===== src/rtl/pwm_breath_sequencer.sv =====
// Single-channel LED PWM with a built-in duty sequencer (OFF, ON, breathing).
// Commands are buffered in a one-deep pending slot and applied only on period boundaries.
module pwm_breath_sequencer #(
    parameter int unsigned PERIOD = 12000,
    parameter int unsigned DW     = 16
) (
    input  logic          clk,
    input  logic          rst_n,
    input  logic          cmd_valid,
    output logic          cmd_ready,
    input  logic [1:0]    cmd_mode,
    input  logic [DW-1:0] cmd_step,
    input  logic [7:0]    cmd_hold,
    output logic          led,
    output logic          out_tick,
    output logic [DW-1:0] duty,
    output logic [2:0]    state
);

    localparam logic [DW-1:0] PeriodVal = DW'(PERIOD);
    localparam logic [DW-1:0] LastCnt   = DW'(PERIOD - 1);

    typedef enum logic [2:0] {
        StOff    = 3'd0,
        StOn     = 3'd1,
        StUp     = 3'd2,
        StHoldHi = 3'd3,
        StDown   = 3'd4,
        StHoldLo = 3'd5
    } state_e;

    logic [DW-1:0] pwm_cnt_q;
    logic          tick;

    logic          pend_valid_q;
    logic [1:0]    pend_mode_q;
    logic [DW-1:0] pend_step_q;
    logic [7:0]    pend_hold_q;

    state_e        state_q, state_d;
    logic [DW-1:0] duty_q, duty_d;
    logic [DW-1:0] step_q, step_d;
    logic [7:0]    hold_q, hold_d;
    logic [7:0]    hold_cnt_q, hold_cnt_d;
    logic [DW:0]   sum;

    assign tick      = (pwm_cnt_q == LastCnt);
    assign out_tick  = tick;
    assign led       = (pwm_cnt_q < duty_q);
    assign duty      = duty_q;
    assign state     = state_q;
    assign cmd_ready = ~pend_valid_q;

    always_ff @(posedge clk or negedge rst_n) begin
        if (!rst_n) begin
            pwm_cnt_q <= '0;
        end else if (tick) begin
            pwm_cnt_q <= '0;
        end else begin
            pwm_cnt_q <= pwm_cnt_q + 1'b1;
        end
    end

    // Ready is the inverse of the pending flag, so accept and apply never coincide.
    always_ff @(posedge clk or negedge rst_n) begin
        if (!rst_n) begin
            pend_valid_q <= 1'b0;
            pend_mode_q  <= '0;
            pend_step_q  <= '0;
            pend_hold_q  <= '0;
        end else if (tick && pend_valid_q) begin
            pend_valid_q <= 1'b0;
        end else if (cmd_valid && cmd_ready) begin
            pend_valid_q <= 1'b1;
            pend_mode_q  <= cmd_mode;
            pend_step_q  <= cmd_step;
            pend_hold_q  <= cmd_hold;
        end
    end

    always_comb begin
        state_d    = state_q;
        duty_d     = duty_q;
        step_d     = step_q;
        hold_d     = hold_q;
        hold_cnt_d = hold_cnt_q;
        sum        = {1'b0, duty_q} + {1'b0, step_q};
        if (tick && pend_valid_q) begin
            unique case (pend_mode_q)
                2'd1: begin
                    duty_d  = PeriodVal;
                    state_d = StOn;
                end
                2'd2: begin
                    step_d     = (pend_step_q == '0) ? DW'(1) : pend_step_q;
                    hold_d     = pend_hold_q;
                    hold_cnt_d = '0;
                    state_d    = (duty_q == PeriodVal) ? StDown : StUp;
                end
                default: begin
                    duty_d  = '0;
                    state_d = StOff;
                end
            endcase
        end else if (tick) begin
            unique case (state_q)
                StOff, StOn: ;
                StUp: begin
                    if (sum >= {1'b0, PeriodVal}) begin
                        duty_d  = PeriodVal;
                        state_d = (hold_q == '0) ? StDown : StHoldHi;
                    end else begin
                        duty_d = sum[DW-1:0];
                    end
                end
                StDown: begin
                    if (duty_q <= step_q) begin
                        duty_d  = '0;
                        state_d = (hold_q == '0) ? StUp : StHoldLo;
                    end else begin
                        duty_d = duty_q - step_q;
                    end
                end
                StHoldHi, StHoldLo: begin
                    if (hold_cnt_q + 8'd1 == hold_q) begin
                        hold_cnt_d = '0;
                        state_d    = (state_q == StHoldHi) ? StDown : StUp;
                    end else begin
                        hold_cnt_d = hold_cnt_q + 8'd1;
                    end
                end
                default: state_d = StOff;
            endcase
        end
    end

    always_ff @(posedge clk or negedge rst_n) begin
        if (!rst_n) begin
            state_q    <= StOff;
            duty_q     <= '0;
            step_q     <= DW'(1);
            hold_q     <= '0;
            hold_cnt_q <= '0;
        end else begin
            state_q    <= state_d;
            duty_q     <= duty_d;
            step_q     <= step_d;
            hold_q     <= hold_d;
            hold_cnt_q <= hold_cnt_d;
        end
    end

endmodule


===== config.mk =====
export PLATFORM = sky130hd
export DESIGN_NAME = pwm_breath_sequencer
export DESIGN_NICKNAME = d
export VERILOG_FILES = /design/src/rtl/pwm_breath_sequencer.sv
export SDC_FILE = /design/constraint.sdc
export NUM_CORES = 1
export LEC_CHECK = 0
export CAP_MARGIN = 20
export CORE_ASPECT_RATIO = 1.2
export CORE_MARGIN = 4
export CORE_UTILIZATION = 40
export DETAILED_ROUTE_END_ITERATION = 7
export PLACE_DENSITY_LB_ADDON = 0.25
export SYNTH_ARGS = -nofsm -noshare
export SYNTH_HDL_FRONTEND = slang
export SYNTH_SLANG_ARGS = --single-unit

===== constraint.sdc =====
create_clock -name clk -period 7.45 [get_ports clk]
set_clock_uncertainty 0.1 [all_clocks]
set_input_delay 0.745 -clock clk [delete_from_list [all_inputs] [get_ports clk]]
set_output_delay 0.745 -clock clk [all_outputs]
set_load 0.1 [all_outputs]

# After elaboration in Yosys (flattened, before gate mapping)
# Index checks and enable logic that the tools add are counted.
[word_totals]
ff_bits = 94
wordCells = 77
in_bits = 29
out_inout_bits = 22
[classes]
eq_ne = 16
addsub = 4
bitwise = 2
reduce_logical = 16
n_lt_le_gt_ge = 3
n_mux = 26
[op_table]
columns = ["op", "count"]
rows = [
  ["2-to-1 mux 16 bit", 6],
  ["case mux 16 bit (2 select lines)", 2],
  ["2-to-1 mux 8 bit", 5],
  ["== test 16 x 14 -> 1 bit (second input constant)", 2],
  ["2-to-1 mux 3 bit", 9],
  ["adder 16 x 16 -> 17 bit", 1],
  ["greater-or-equal comparator 17 x 14 -> 1 bit (second input constant)", 1],
  ["adder 16 x 1 -> 16 bit (second input constant)", 1],
  ["<= comparator 16 bit", 1],
  ["zero test 16 bit", 1],
  ["< comparator 16 bit", 1],
  ["subtractor 16 bit", 1],
  ["case mux 3 bit (4 select lines)", 1],
  ["!= test 3 bit (second input constant)", 3],
  ["adder 8 x 1 -> 8 bit (second input constant)", 1],
  ["== test 8 bit", 1],
  ["zero test 8 bit", 1],
  ["== test 3 x 2 -> 1 bit (second input constant)", 2],
  ["== test 3 bit (second input constant)", 2],
  ["case mux 3 bit (2 select lines)", 1],
  ["AND reduction 3 bit", 2],
  ["nonzero test 2 bit", 3],
  ["AND reduction 5 bit", 1],
  ["!= test 2 bit (second input constant)", 2],
  ["11 further kinds", 16],
]

# Logic depth before layout (Yosys ltp)
# Gate-level depths: netlist of run 1.
[depth]
depth_word = 6
ltp_mapped = 13
mapped_depth_nobuf = 13

# Worst setup path before layout of run 1
# Ideal clock, no wire load.
[synth_timing]
path_type = "flip-flop to output port"
startpoint = "reg duty_q[1], in the netlist duty[1]"
endpoint = "out led"
slack_ns = 2.571
t_required_ns = 6.605
n_path_buf = 0
t_arrival_ns = 4.034
stages_incl_launch_ff = 11
path_cell_list = "dfrtp_1 > inv_1 > ha_1 > a21o_1 > a21o_1 > a21o_1 > a21o_1 > a21o_1 > a211oi_1 > nor4_1 > o22ai_1"
[synth_via]
elab_chain_cells = 1
[synth_rtl]
columns = ["element", "line_no", "text"]
rows = [
  ["start: declaration", "41", "logic [DW-1:0] duty_q, duty_d;"],
  ["start signal: assignment", "146", "duty_q <= duty_d;"],
  ["< comparator 16 bit", "49", "assign led = (pwm_cnt_q < duty_q);"],
  ["end: declaration", "14", "output logic led,"],
]
# Every way passes these cells.

# Worst setup path in the final report of run 1
# Ends and elaborated chain as after synthesis.

==> results of run 1 <==
final cells by class:
type	instances	area, µm²	area share (%)
multi-input cells	547	3770	51.0
flip-flops and latches	94	2350	31.8
repair buffers	55	536	7.24
well taps	208	260	3.52
clock buffers	11	253	3.42
inverters	49	184	2.49
clock inverters	5	40.0	0.541
flip-flops by register name, indices dropped and copies added (netlist names):
signal / cells
duty: 16
hold_cnt_q: 8
hold_q: 8
pend_hold_q: 8
pend_mode_q: 2
pend_step_q: 16
pend_valid_q: 1
pwm_cnt_q: 16
state: 3
step_q: 16
worst paths after layout:
check,from,end,slack [ps],depth (start not counted)
setup / recovery,duty[1],led,2810,11
hold / removal,rst_n,pwm_cnt_q[12],280,1
setup reg to reg,duty[0],duty[8],3470,13
hold reg to reg,pend_hold_q[6],hold_q[6],370,2
max in group asynchronous,rst_n,hold_q[0],5900,2
min in group clk,pend_hold_q[6],hold_q[6],370,2
per-stage QoR:
step           hold slack (ps)  area (µm²)  std cells  utilization [%]
6_report                   276        7400        969             47.1
5_1_grt                    330        7400        969             47.1
4_1_cts                    291        7400        969             47.1
3_5_place_dp               360        7110        953             45.3
3_3_place_gp               352        7110        953             45.3
2_1_floorplan              342        6440        720                -
metal layers:
metal / up-vias / track usage [%]
li1: 2649 / -
met1: 2661 / 26.4
met2: 196 / 30.0
met3: 39 / 3.20
met4: 0 / 8.37
met5: - / 0
kinds of logic after synthesis:
family,Yosys count,share of synthesized area (%)
xor gates and xnor gates,41,5.58
DFF,94,36.6
adders and majority gates,52,10.3
buffers and inverters,79,4.88
muxes,29,5.02
and+or+nand+nor,250,19.6
AOI/OAI and AO/OA,175,18.0
power breakdown:
part / internal (mW) / switching, mW / total [mW]
Combinational: 0.0272 / 0.0203 / 0.0475
Sequential: 0.527 / 0.0114 / 0.538
Clock: 0.248 / 0.214 / 0.462
synthesized netlist by cell type (3+ instances only):
master,n
o31ai_1,10
o31a_1,3
nor2b_1,10
a211oi_1,5
o21a_1,5
dfrtp_1,93
xor2_1,14
and2_1,9
xnor2_1,27
or3_1,4
buf_2,7
a31oi_1,8
nor3_1,15
o21ai_0,42
a22oi_1,6
mux2i_1,3
nand3_1,21
ha_1,50
or2_2,3
o22ai_1,4
nand2b_1,7
inv_1,49
a211o_1,4
mux2_2,26
nand4_1,9
nor4b_1,4
o211ai_1,6
a21o_1,13
a311oi_1,7
nor2_1,45
nor4_1,13
o21ai_1,4
nand2_1,81
clkbuf_1,19
and3_1,14
a21oi_1,38
worst max-delay path, stage by stage, from the launching register on:
cell	delay (ps)
dfrtp_1	550
inv_1	100
ha_1	310
a21o_1	160
a21o_1	180
a21o_1	170
a21o_1	170
a21o_1	170
a211oi_1	250
nor4_1	100
o22ai_1	120
clkdlybuf4s50_1	1170
layout by cell type (no fill, tap or decap), types with 9 or more instances in the layout:
| cell | synthesis | routed |
|---|---|---|
| o21ai_0 | 42 | 42 |
| o31ai_1 | 10 | 10 |
| and3_1 | 14 | 14 |
| ha_1 | 50 | 50 |
| a21oi_1 | 38 | 38 |
| inv_1 | 49 | 49 |
| nor3_1 | 15 | 15 |
| nand3_1 | 21 | 21 |
| nor2b_1 | 10 | 9 |
| xnor2_1 | 27 | 27 |
| nor2_1 | 45 | 44 |
| clkdlybuf4s50_1 | 0 | 49 |
| nand2_1 | 81 | 81 |
| dfrtp_1 | 93 | 93 |
| xor2_1 | 14 | 14 |
| clkbuf_16 | 0 | 9 |
| and2_1 | 9 | 9 |
| nor4_1 | 13 | 13 |
| mux2_2 | 26 | 26 |
| nand4_1 | 9 | 9 |
| a21o_1 | 13 | 13 |
==> flow_summary.toml, run 1 <==
[floorplanning]
fp-row-count = 50
num_io_pins = 51
start_util_pct = 41.0
die_area_um2 = 18200
die_h_um = 147
coreArea_um2 = 15700
die_x_um = 124

[grt]
grt_pass1_wl_mm = 27.8
grt_max_degree = 52
grt_pass1_vias = 5339
grt_usage_pct = 19.3
antenna_found_initial = 0
grt_overflow = 0

[clock_network]
cts.reportedPaths.clkPinSlew_ps = 70
ctsHoldBuffers = 0
cts_tree = "done"
cts_sinks = 94
clk_latency_ps = 350
post_cts_buffers = 0
ctsResizeCount = 0
cts_buffer_depth = 2
cts_buffers = 9
h-tree-depth = 3
cts_root_buf = "clkbuf_16"

[logic_synthesis]
synthesis.instances = 720
synth-async-reset-ratio_pct = 100
synthTopCellsByArea = "dfrtp_1 36%, ha_1 9.7%, nand2_1 4.7%"
synth_top_area_cell = "dfrtp_1"
synth_seq_area_share_pct = 36.6
yosysUniqueCellTypes = 68
synth_top_area_share_pct = 36.2
ys_ff_latch = 94
syn_area_um2 = 6440
synth_nets = 801
ys.flop_type = "dfrtp_1"
ys_warn_count = 0
synth_edf_count = 0
avgSynthCellArea_um2 = 8.94

[timing]
fmax_ghz = 0.215
period_needed_ps = 4640
fin_crit_sh_pct = 62.3
fin_setup_tns_ps = 0
rsz0062_at_grt = "no"
worst_pin_slew_ps = 983
setup_violations = 0
report.final.hold_viol_count = 0
slew_viol_final = 0
slew_headroom_pct = 34.3
finalWorstSetupSlack_ps = 2810

[final_layout]
diodes = 0
area.growth.synth_to_final_pct = 15.0
fin_nets = 837
drive_gt1_share_pct = 8.54
fillCellCount = 1519

[critical_path]
end_kind = "output port"
cp_max_fo = 8
cp.required_ps = 6610
critPathLaunchType = "flip-flop"
crit_type = "flip-flop to output port"
cp_data_arrival_time_ps = 3800

[job]
maxCapViolations = 0

[detailed_routing]
dr.max_layer_used = "met4"
wl_met3_um = 934
ant_nets = 0
drc = 0
wl_per_cell_um = 17.7
wl_met2_mm = 8.02
drt-vias-per-instance = 5.72
vias = 5545
drtIter0Drc = 492
met1_length_mm = 7.72
first_pass_iters = 5
totalWireLength_mm = 17.2

[pwr]
power_density_nw_per_um2 = 142
p_leak_nw = 3.30
ir_drop_v = 0.0000884
power_mw = 1.05

[place]
globalplace.congestion = 0.928
place_ws_ps = 3180
io_buffers = 50
dpl.hpwl_mm = 13.3

[min_path]
hold_path_class = "primary input to asynchronous set/reset pin"

[run_status]
status = "finished clean"
Power figures use the tool's default switching activity.
==> run 2: changes to the inputs <==
==> constraint.sdc (replaced) <==
create_clock -name clk -period 4.6 [get_ports clk]
set_clock_uncertainty 0.1 [all_clocks]
set_input_delay 0.46 -clock clk [delete_from_list [all_inputs] [get_ports clk]]
set_output_delay 0.46 -clock clk [all_outputs]
set_load 0.1 [all_outputs]
==> run 2 against run 1 <==
  * Clock power is 58% higher
  * Combinational power rose by 61%
  * Largest cell class unchanged
  * Sequential share of layout area hardly changed
  * Global-route usage increased by 1.5 points
  * Wire length up 5.9%
  * Cell area up 0.14%
  * Worst setup slack lost 2300 ps
  * Die area stayed put
  * Sequential power grew 62%
  * Utilization up 0.064 points
  * Critical endpoint is now duty[6]
  * Final cell count rose by 0.31%
==> flow_summary.toml, run 2 (same netlist as run 1, synthesis figures left out) <==
[run_status]
status = "finished clean"

[clock_network]
cts_buffers = 9
ctsResizeCount = 0
post_cts_buffers = 0
clk_latency_ps = 350
cts_root_buf = "clkbuf_16"
h-tree-depth = 3
cts_sinks = 94
cts_buffer_depth = 2
cts.reportedPaths.clkPinSlew_ps = 70
cts_tree = "done"
ctsHoldBuffers = 0

[grt]
grt_max_degree = 57
grt_pass1_vias = 5615
grt_pass1_wl_mm = 29.6
antenna_found_initial = 0
grt_usage_pct = 20.8
grt_overflow = 0

[floorplanning]
die_h_um = 147
num_io_pins = 51
fp-row-count = 50
coreArea_um2 = 15700
start_util_pct = 41.0
die_area_um2 = 18200
die_x_um = 124

[pwr]
pwr-share-seq_pct = 51.9
p_leak_nw = 3.31
ir_drop_v = 0.000150
power_density_nw_per_um2 = 227
p_comb_share_pct = 4.6
p_clk_share_pct = 43.5
p_int_mw = 1.29
p_switching_uw = 387
swShare_pct = 23.0

[critical_path]
cp_data_arrival_time_ps = 4190
cp_max_fo = 10
end_kind = "flip-flop"
worstReg2RegStart = "duty[6]"
crit_type = "flip-flop to flip-flop"
rr_worst_depth = 10
r2r_setup_slack_ps = 550
cp.required_ps = 4740
critPathLaunchType = "flip-flop"
r2r_end = "duty[6]"

[timing]
fin_crit_sh_pct = 88.1
slew_headroom_pct = 29.1
report.final.hold_viol_count = 0
finalWorstSetupSlack_ps = 549
period_needed_ps = 4050
fin_setup_tns_ps = 0
setup_violations = 0
slew_viol_final = 0
rsz0062_at_grt = "no"
fmax_ghz = 0.247
worst_pin_slew_ps = 1060

[place]
place_ws_ps = 750
io_buffers = 50
globalplace.congestion = 0.984
dpl.hpwl_mm = 14.0

[min_path]
hold_path_class = "primary input to asynchronous set/reset pin"

[detailed_routing]
drtIter0Drc = 593
drc = 0
drt-vias-per-instance = 5.77
wl_per_cell_um = 18.7
totalWireLength_mm = 18.2
ant_nets = 0
first_pass_iters = 7
vias = 5606

[final_layout]
area.growth.synth_to_final_pct = 15.1
fin_nets = 840
drive_gt1_share_pct = 9.16
diodes = 0
final_common_cell = "dfrtp_1"
layout_common_cells = "93 x dfrtp_1, 81 x nand2_1, 50 x ha_1, 49 x inv_1, 47 x clkdlybuf4s50_1"
utilization_pct = 47.2

[job]
maxCapViolations = 0
-- run 2: how the worst max path moves through the flow --
stage | from | endpoint | cells past startpoint
5_1_grt | duty[7] | duty[6] | 10
6_report | duty[6] | duty[6] | 10
3_5_place_dp | duty[6] | duty[6] | 10
4_1_cts | duty[6] | duty[6] | 10
2_1_floorplan | duty[1] | led | 10
3_3_place_gp | duty[6] | duty[6] | 10
-- run 2: per-stage QoR --
step / area, µm² / hold WS (ps) / power [mW] / instances
final: 7410 / 76.6 / 1.68 / 972
after global routing: 7410 / 138 / 1.75 / 972
after CTS: 7410 / 111 / 1.70 / 972
after detailed placement: 7120 / 361 / 0.968 / 956
after global placement: 7120 / 356 / 0.964 / 956
after floorplan: 6440 / 64.4 / 0.912 / 720
-- run 2: power groups by stage --
| stage | sequential (mW) | combinational [mW] | clock [mW] |
|---|---|---|---|
| final | 0.872 | 0.0766 | 0.732 |
| after global routing | 0.875 | 0.0848 | 0.785 |
| after CTS | 0.873 | 0.0795 | 0.753 |
| after detailed placement | 0.889 | 0.0793 | 0 |
| after global placement | 0.887 | 0.0768 | 0 |
| after floorplan | 0.881 | 0.0303 | 0 |
-- run 2: cell type report --
cell class	count	area, µm²
inverters	49	184
clock buffers	11	253
well taps	208	260
clock inverters	5	32.5
multi-input cells	547	3770
repair buffers	58	553
flip-flops and latches	94	2350
fillers	1512	8290
-- run 2: worst max-delay path, cell delays in order, from the launching register on --
cell and delay, ps:
dfrtp_1 480, ha_1 540, nand2b_1 160, a211oi_1 140
o41ai_1 750, o221a_2 370, nand2_1 100, a221o_1 440
nor3_4 420, o31ai_2 130, a211o_1 300
-- run 2: routing by layer --
metal  vias to the layer above  global-route usage [%]  part of all wire [%]
li1                       2653                       -                     -
met1                      2695                    27.2                    44
met2                       207                    33.3                    47
met3                        51                    4.04                   5.6
met4                         0                    8.92                   3.6
met5                         -                       0                     0
